**src/rtl/sync_decode.sv**
```systemverilog
// rtl/sync_decode.sv - video sync decoder: recovers pixel position, measures timing, tracks lock
`timescale 1ns/1ps
module sync_decode #(
  parameter bit          HS_POL      = 1'b0,
  parameter bit          VS_POL      = 1'b0,
  parameter int unsigned LOCK_FRAMES = 2
) (
  input  logic        CLK,
  input  logic        RST_N,
  input  logic        HSYNC,
  input  logic        VSYNC,
  input  logic        ACTIVE,
  output logic [12:0] H,
  output logic [12:0] V,
  output logic        DE_OUT,
  output logic [12:0] H_TOTAL,
  output logic [12:0] V_TOTAL,
  output logic [12:0] ACT_W,
  output logic [12:0] ACT_H,
  output logic        LOCKED,
  output logic        FRAME_START,
  output logic        ERR
);

  typedef enum logic [1:0] {
    SEARCH = 2'd0,
    ARMED  = 2'd1,
    CHECK  = 2'd2,
    LOCK   = 2'd3
  } state_t;

  localparam logic [12:0] CMAX   = 13'h1FFF;
  localparam logic [4:0]  LOCK_N = 5'(LOCK_FRAMES);

  function automatic logic [12:0] sat_inc(input logic [12:0] x);
    return (x == CMAX) ? x : x + 13'd1;
  endfunction

  logic        hs_q, vs_q, de_q;
  logic        hs_p, vs_p, de_p;
  logic [12:0] lc_q, lc_d;
  logic [12:0] line_len_q;
  logic [12:0] col_q;
  logic [12:0] row_q;
  logic [12:0] lines_q;
  logic [12:0] act_w_cand_q;
  state_t      state_q;
  logic [3:0]  cnt_q;

  logic        hs_rise, vs_rise, de_fall, timeout;
  logic [12:0] t_ht, t_vt, t_aw, t_ah;
  logic        t_match, len_bad;
  logic [4:0]  cnt_inc;

  assign hs_rise = hs_q & ~hs_p;
  assign vs_rise = vs_q & ~vs_p;
  assign de_fall = de_p & ~de_q;

  assign lc_d    = hs_rise ? 13'd0 : sat_inc(lc_q);
  assign timeout = (lc_q != CMAX) && (lc_d == CMAX);

  // The tuple sees same-cycle line end / active end so a coincident edge is not lost.
  assign t_ht    = hs_rise ? sat_inc(lc_q) : line_len_q;
  assign t_vt    = sat_inc(lines_q);
  assign t_aw    = de_fall ? col_q : act_w_cand_q;
  assign t_ah    = de_fall ? sat_inc(row_q) : row_q;
  assign t_match = (t_ht == H_TOTAL) && (t_vt == V_TOTAL) && (t_aw == ACT_W) && (t_ah == ACT_H);
  assign len_bad = hs_rise && (sat_inc(lc_q) != H_TOTAL);
  assign cnt_inc = {1'b0, cnt_q} + 5'd1;

  always_ff @(posedge CLK or negedge RST_N) begin
    if (!RST_N) begin
      hs_q         <= 1'b0;
      vs_q         <= 1'b0;
      de_q         <= 1'b0;
      hs_p         <= 1'b0;
      vs_p         <= 1'b0;
      de_p         <= 1'b0;
      lc_q         <= '0;
      line_len_q   <= '0;
      col_q        <= '0;
      row_q        <= '0;
      lines_q      <= '0;
      act_w_cand_q <= '0;
      H            <= '0;
      V            <= '0;
      DE_OUT       <= 1'b0;
      FRAME_START  <= 1'b0;
    end else begin
      hs_q <= (HSYNC == HS_POL);
      vs_q <= (VSYNC == VS_POL);
      de_q <= ACTIVE;
      hs_p <= hs_q;
      vs_p <= vs_q;
      de_p <= de_q;

      lc_q <= lc_d;
      if (hs_rise) line_len_q <= sat_inc(lc_q);
      col_q <= de_q ? sat_inc(col_q) : 13'd0;

      if (vs_rise)      row_q <= '0;
      else if (de_fall) row_q <= sat_inc(row_q);

      if (vs_rise)      lines_q <= '0;
      else if (hs_rise) lines_q <= sat_inc(lines_q);

      if (de_fall) act_w_cand_q <= col_q;

      H           <= de_q ? col_q : 13'd0;
      V           <= de_q ? row_q : 13'd0;
      DE_OUT      <= de_q;
      FRAME_START <= vs_rise;
    end
  end

  always_ff @(posedge CLK or negedge RST_N) begin
    if (!RST_N) begin
      state_q <= SEARCH;
      cnt_q   <= '0;
      LOCKED  <= 1'b0;
      ERR     <= 1'b0;
      H_TOTAL <= '0;
      V_TOTAL <= '0;
      ACT_W   <= '0;
      ACT_H   <= '0;
    end else begin
      ERR <= 1'b0;
      if (timeout) begin
        state_q <= SEARCH;
        cnt_q   <= '0;
        LOCKED  <= 1'b0;
        ERR     <= 1'b1;
      end else begin
        case (state_q)
          SEARCH: if (vs_rise) state_q <= ARMED;
          ARMED: begin
            if (vs_rise) begin
              H_TOTAL <= t_ht;
              V_TOTAL <= t_vt;
              ACT_W   <= t_aw;
              ACT_H   <= t_ah;
              cnt_q   <= 4'd1;
              if (LOCK_N <= 5'd1) begin
                state_q <= LOCK;
                LOCKED  <= 1'b1;
              end else begin
                state_q <= CHECK;
              end
            end
          end
          CHECK: begin
            if (vs_rise) begin
              if (t_match) begin
                cnt_q <= cnt_inc[3:0];
                if (cnt_inc >= LOCK_N) begin
                  state_q <= LOCK;
                  LOCKED  <= 1'b1;
                end
              end else begin
                H_TOTAL <= t_ht;
                V_TOTAL <= t_vt;
                ACT_W   <= t_aw;
                ACT_H   <= t_ah;
                cnt_q   <= 4'd1;
              end
            end
          end
          LOCK: begin
            if (vs_rise && !t_match) begin
              H_TOTAL <= t_ht;
              V_TOTAL <= t_vt;
              ACT_W   <= t_aw;
              ACT_H   <= t_ah;
              cnt_q   <= 4'd1;
              LOCKED  <= 1'b0;
              ERR     <= 1'b1;
              state_q <= CHECK;
            end else if (len_bad) begin
              H_TOTAL <= t_ht;
              cnt_q   <= 4'd1;
              LOCKED  <= 1'b0;
              ERR     <= 1'b1;
              state_q <= CHECK;
            end
          end
          default: state_q <= SEARCH;
        endcase
      end
    end
  end

endmodule

```
**config.mk**
```make
export PLATFORM = sky130hd
export DESIGN_NAME = sync_decode
export DESIGN_NICKNAME = d
export VERILOG_FILES = /design/src/rtl/sync_decode.sv
export SDC_FILE = /design/constraint.sdc
export NUM_CORES = 1
export LEC_CHECK = 0
export BUFFER_PORTS_ARGS = -buffer_cell sky130_fd_sc_hd__buf_2
export CAP_MARGIN = 30
export CORE_ASPECT_RATIO = 1.4
export CORE_MARGIN = 3
export CORE_UTILIZATION = 40
export DETAILED_ROUTE_END_ITERATION = 8
export PLACE_DENSITY_LB_ADDON = 0.15
export SLEW_MARGIN = 40
export SYNTH_ARGS = -nofsm -noshare
export SYNTH_HDL_FRONTEND = slang
export SYNTH_SLANG_ARGS = --single-unit
```
**constraint.sdc**
```tcl
create_clock -name CLK -period 3.9 [get_ports CLK]
set_input_delay 0.585 -clock CLK [delete_from_list [all_inputs] [get_ports CLK]]
set_output_delay 0.585 -clock CLK [all_outputs]
set_load 0.05 [all_outputs]
```
==> results of run 1 <==
final cells by class:
type | instances | area [µm²]
fillers | 2500 | 13400
multi-input cells | 820 | 5730
flip-flops and latches | 171 | 4280
repair buffers | 168 | 1070
clock buffers | 18 | 439
well taps | 319 | 399
inverters | 53 | 199
clock inverters | 14 | 163
where the power goes:
part / internal, mW / leakage [nW] / switching, mW
registers: 1.92 / 2.32 / 0.207
logic: 0.886 / 3.07 / 1.39
clock network: 0.936 / 0.295 / 0.833
metal layers:
metal  part of all wire  track usage  vias up
met5                  0            0        -
met4              0.032       0.0793        0
met3              0.042       0.0325       66
met2               0.50        0.410      309
met1               0.42        0.297     4452
li1                   -            -     4261
cells by family after synthesis:
logic type,Yosys count,share of synthesized area
multiplexers,73,0.0769
flip-flops,171,0.408
XOR/XNOR,86,0.0731
adder cells (fa/ha/maj),11,0.0131
AND/OR/NAND/NOR,448,0.242
AO/OA/AOI/OAI,201,0.136
buffers and inverters,119,0.0514
worst max-delay path, cell delays in order, from the launching register on:
cell and delay (ns):
dfrtp_1 0.40, buf_4 0.20, nand4b_1 0.32, or2_2 0.39, nor3_1 0.32, buf_4 0.19
xnor3_1 0.22, nand4b_1 0.12, nor4_1 0.30, buf_4 0.18, and4_4 0.23, nor2_2 0.08
o21a_2 0.38, mux2_1 0.37
cell usage after synthesis, types with 13 or more instances:
master | instances | area [µm²]
mux2i_1 | 33 | 330
and3_1 | 17 | 106
nand2b_1 | 15 | 93.8
and2_1 | 48 | 300
a31oi_1 | 13 | 81.3
xnor2_1 | 61 | 534
nor2b_1 | 14 | 87.6
nor2_1 | 91 | 342
clkbuf_1 | 26 | 97.6
nor4_1 | 16 | 100
dfrtp_1 | 171 | 4280
inv_1 | 52 | 195
nand4_1 | 33 | 206
a21oi_1 | 33 | 165
xor2_1 | 24 | 210
nand2_1 | 75 | 282
nor3_1 | 33 | 165
o21ai_0 | 43 | 215
buf_2 | 22 | 110
nand3_1 | 33 | 165
mux2_1 | 23 | 259
path summary, 6_finish.rpt:
check	end	cells after the start	slack, ns	startpoint
worst max-delay path	ACT_W[5]	13	0.1	de_q
worst min-delay path	FRAME_START	1	0.16	RST_N
worst max register to register	ACT_W[5]	13	0.1	de_q
worst min register to register	vs_p	0	0.38	vs_q
max in group asynchronous	col_q[0]	2	2.91	RST_N
min in group CLK	de_q	1	0.27	ACTIVE
flip-flops by register name (all words and copies together) (netlist names), 2 cells and up:
name / cells
ACT_H: 13
ACT_W: 13
H: 13
H_TOTAL: 13
V: 13
V_TOTAL: 13
act_w_cand_q: 13
cnt_q: 4
col_q: 13
lc_q: 13
line_len_q: 13
lines_q: 13
row_q: 13
state_q: 2
timing repair:
| item | 4_1_cts | 5_1_grt |
|---|---|---|
| buffers inserted | 0 | 1 |
| gates cloned | 0 | 1 |
| pin swaps | 0 | 2 |
| endpoints found under the setup margin | 36 | 59 |
| resized for setup | 1 | 12 |
==> impl_metrics.ini, run 1 <==
[status]
status = completed

[sta]
setup_viol = 0
finalCritPeriodShare = 0.975
hold_violations = 0
period_needed_ns = 3.80
fin_worst_skew_ns = 0.00950
drv_slew = 0
worst_slack_ns = 0.0979
relSlewSlack = 0.529
max_freq_mhz = 263
tns_ns = 0
worst_pin_slew_ns = 0.706
rsz0062_at_grt = yes
hold_slack_ns = 0.161

[place]
place_ws_ns = 0.0124
hpwl_mm = 25.1
dp_cells = 1529
gp_congestion = 0.943
io_buffers = 86
placed_area_mm2 = 0.0116

[route]
ant_nets = 0
vias_per_cell = 5.81
drcViolationCount = 0
drt-initial-drc-count = 755
drt_first_pass_iters = 5
vias = 9088
wl_mm = 33.3
routedWlPerCell_um = 21.3

[yosys]
async_flop_share = 1.00
ys.flop_type = dfrtp_1
synth.distinct_cells = 90
synth_edf_count = 0
yosysWarningCount = 0
seq_area_frac_synth = 0.408
synth_seq_cells = 171
synth_area_mm2 = 0.0105
synth_nets = 1125
synthCells = 1109
avgSynthCellArea_um2 = 9.47

[global_routing]
track_usage = 0.235
grt_pass1_wl_mm = 51.6
grt_overflow = 0
grt_max_degree = 85
antenna_found_initial = 0
grt_pass1_vias = 8897

[clock_network]
clkSlewWorstSetupHoldPaths_ns = 0.07
root_buffer = clkbuf_16
cts_buffer_depth = 2
cts_sinks = 171
cts-htree-levels = 4
cts_buffers = 17
cts_tree = done
clk_latency_ns = 0.44
ctsHoldBuffers = 0

[power]
total_power_mw = 6.17
p_leak_nw = 5.68
power-per-cell-area_mw_per_mm2 = 502
ir_worst_vdd_v = 0.000337

[floorplan]
start_util = 0.409
die_area_mm2 = 0.0283
io_pins = 87
dieWidth_um = 143
die-height_um = 198
fp.coreArea_mm2 = 0.0256
row_count = 69

[setup_path]
critPathLaunchType = flip-flop
path_class = reg2reg
arrival_ns = 4.13
endpoint_kind = flip-flop
critPathMaxFanout = 18
cp.required_ns = 4.22

[hold_path]
hp-class = in2async

[layout]
design_area_mm2 = 0.0123
syn_to_final_growth_pct = 16.9
final_cell_mix = 169 x dfrtp_1, 91 x nor2_1, 85 x buf_2
final_common_cell = dfrtp_1
fin_cells = 1563
fin_util = 0.479
antennaDiodeCount = 0
finalNetCount = 1247
drive_above_1_share = 0.212

[run]
drv_cap = 0
No activity file was read; power rests on OpenSTA's default activity.
==> inputs of run 2 (changes only) <==
--- a/config.mk
+++ b/config.mk
@@ -5,12 +5,14 @@
 export SDC_FILE = /design/constraint.sdc
 export NUM_CORES = 1
 export LEC_CHECK = 0
+export ABC_AREA = 1
 export BUFFER_PORTS_ARGS = -buffer_cell sky130_fd_sc_hd__buf_2
 export CAP_MARGIN = 30
 export CORE_ASPECT_RATIO = 1.4
 export CORE_MARGIN = 3
 export CORE_UTILIZATION = 40
 export DETAILED_ROUTE_END_ITERATION = 8
+export MAX_ROUTING_LAYER = met4
 export PLACE_DENSITY_LB_ADDON = 0.15
 export SLEW_MARGIN = 40
 export SYNTH_ARGS = -nofsm -noshare
==> impl_metrics.ini, run 2 <==
[global_routing]
grt_pass1_wl_mm = 41.0
grt_overflow = 0
antenna_found_initial = 0
grt_pass1_vias = 8155
track_usage = 0.210
grt_max_degree = 89

[place]
place_ws_ns = 0.294
io_buffers = 86
hpwl_mm = 18.3
gp_congestion = 0.909
placed_area_mm2 = 0.0100
dp_cells = 1638

[layout]
final_common_cell = nand2_1
syn_to_final_growth_pct = 13.7
design_area_mm2 = 0.0106
drive_above_1_share = 0.128
finalNetCount = 1372
antennaDiodeCount = 0
fin_cells = 1669
fin_util = 0.467
num-fill-cells = 2316
final_cell_mix = 430 x nand2_1, 186 x inv_1, 171 x dfrtp_1

[yosys]
yosysTopAreaCell = dfrtp_1
async_flop_share = 1.00
ys.flop_type = dfrtp_1
synth_seq_cells = 171
synth.distinct_cells = 44
synth_edf_count = 0
synthTopCellsByCount = 430 x nand2_1, 186 x inv_1, 171 x dfrtp_1, 133 x nand3_1, 106 x nor2_1
synthCells = 1275
yosysWarningCount = 0
avgSynthCellArea_um2 = 7.31
yosys.area.top_type_share = 0.459
yosysMostFrequentCell = nand2_1
synth_area_mm2 = 0.00931
synth_nets = 1291
seq_area_frac_synth = 0.459
yosys-top-cells-area = dfrtp_1 46%, nand2_1 17%, inv_1 7.5%

[clock_network]
cts_tree = done
cts_buffers = 17
cts-htree-levels = 4
root_buffer = clkbuf_16
clk_latency_ns = 0.44
ctsHoldBuffers = 0
clkSlewWorstSetupHoldPaths_ns = 0.07
cts_buffer_depth = 2
cts_sinks = 171

[power]
power-per-cell-area_mw_per_mm2 = 569
ir_worst_vdd_v = 0.000385
p_leak_nw = 5.90

[floorplan]
start_util = 0.410
die_area_mm2 = 0.0252
dieWidth_um = 135
io_pins = 87
die-height_um = 187
fp.coreArea_mm2 = 0.0227
row_count = 65

[sta]
worst_slack_ns = 0.466
setup_viol = 0
fin_worst_skew_ns = 0.0113
max_freq_mhz = 291
relSlewSlack = 0.534
drv_slew = 0
hold_violations = 0
tns_ns = 0
finalCritPeriodShare = 0.881
rsz0062_at_grt = no
period_needed_ns = 3.43
worst_pin_slew_ns = 0.696

[route]
vias_per_cell = 4.90
routedWlPerCell_um = 14.8
ant_nets = 0
wl_mm = 24.6
drcViolationCount = 0
drt_first_pass_iters = 7
vias = 8175
drt-initial-drc-count = 466

[setup_path]
critPathLaunchType = flip-flop
endpoint_kind = flip-flop
cp.required_ns = 4.21
critPathMaxFanout = 78
path_class = reg2reg
arrival_ns = 3.74

[hold_path]
hp-class = in2async

[run]
drv_cap = 0

[status]
status = completed
[run 2: area by class of cell]
cell class,instances,area [µm²],area share
Clock buffer,22,474,0.0448
Tap cell,301,377,0.0356
Sequential cell,171,4280,0.404
Clock inverter,9,88.8,0.00839
Timing Repair Buffer,92,507,0.0478
Inverter,193,724,0.0684
Multi-Input combinational cell,881,4140,0.391
[run 2: timing repair]
action                                  CTS  global route
endpoints found under the setup margin    0            13
buffers inserted                          0             0
resized for setup                         0             2
[run 2: logic make-up (layout without fill, tap and decap cells)]
| logic type | after synthesis | after routing | synth area share |
|---|---|---|---|
| compound gates | 109 | 109 | 0.0656 |
| xor+xnor | 21 | 21 | 0.0197 |
| fa+ha+maj | 11 | 11 | 0.0148 |
| buf+inv | 223 | 316 | 0.0971 |
| flops | 171 | 171 | 0.459 |
| simple gates | 740 | 740 | 0.343 |
[run 2: where the power goes]
group / internal, mW / total [mW] / switching (mW)
clock: 0.928 / 1.65 / 0.720
combinational: 0.582 / 2.17 / 1.59
sequential: 1.99 / 2.21 / 0.222
total: 3.50 / 6.03 / 2.53
[run 2: per-layer routing]
metal / vias up / GRT usage / routed length [µm]
li1: 4161 / - / -
met1: 3818 / 0.235 / 9960
met2: 163 / 0.373 / 13200
met5: - / - / 0
met3: 33 / 0.0442 / 1040
met4: 0 / 0.0659 / 477
[run 2: final timing paths]
check	end	slack, ns	start	cells past startpoint
max	ACT_W[1]	0.47	lc_q[0]	21
min	V[4]	0.10	RST_N	1
max reg2reg	ACT_W[1]	0.47	lc_q[0]	21
min reg2reg	hs_p	0.37	hs_q	0
max in group asynchronous	V_TOTAL[7]	2.85	RST_N	2
min in group CLK	de_q	0.25	ACTIVE	1
[run 2: critical path, stage by stage, from the launching register on]
cell and delay [ns]:
dfrtp_1 0.41, ha_1 0.28, nand2_1 0.10, nor2_1 0.09
nand2_1 0.10, inv_2 0.11, nand2_4 0.15, nand2_1 0.16
nand3_1 0.11, nand2_1 0.15, nand2_1 0.06, nand2_1 0.11
nand2_1 0.06, nor2_1 0.11, nand2_1 0.05, nor2_1 0.25
nand4_2 0.23, a21boi_4 0.23, nor2_4 0.06, buf_12 0.18
nand2_1 0.12, o21ai_0 0.09
[run 2: per-stage QoR]
stage                     total power, mW  hold slack (ns)
final                                6.03            0.101
after detailed placement             4.43            0.365
after global routing                 6.45            0.137
after CTS                            6.09            0.121
after global placement               4.41            0.359
after floorplan                      3.88            0.289
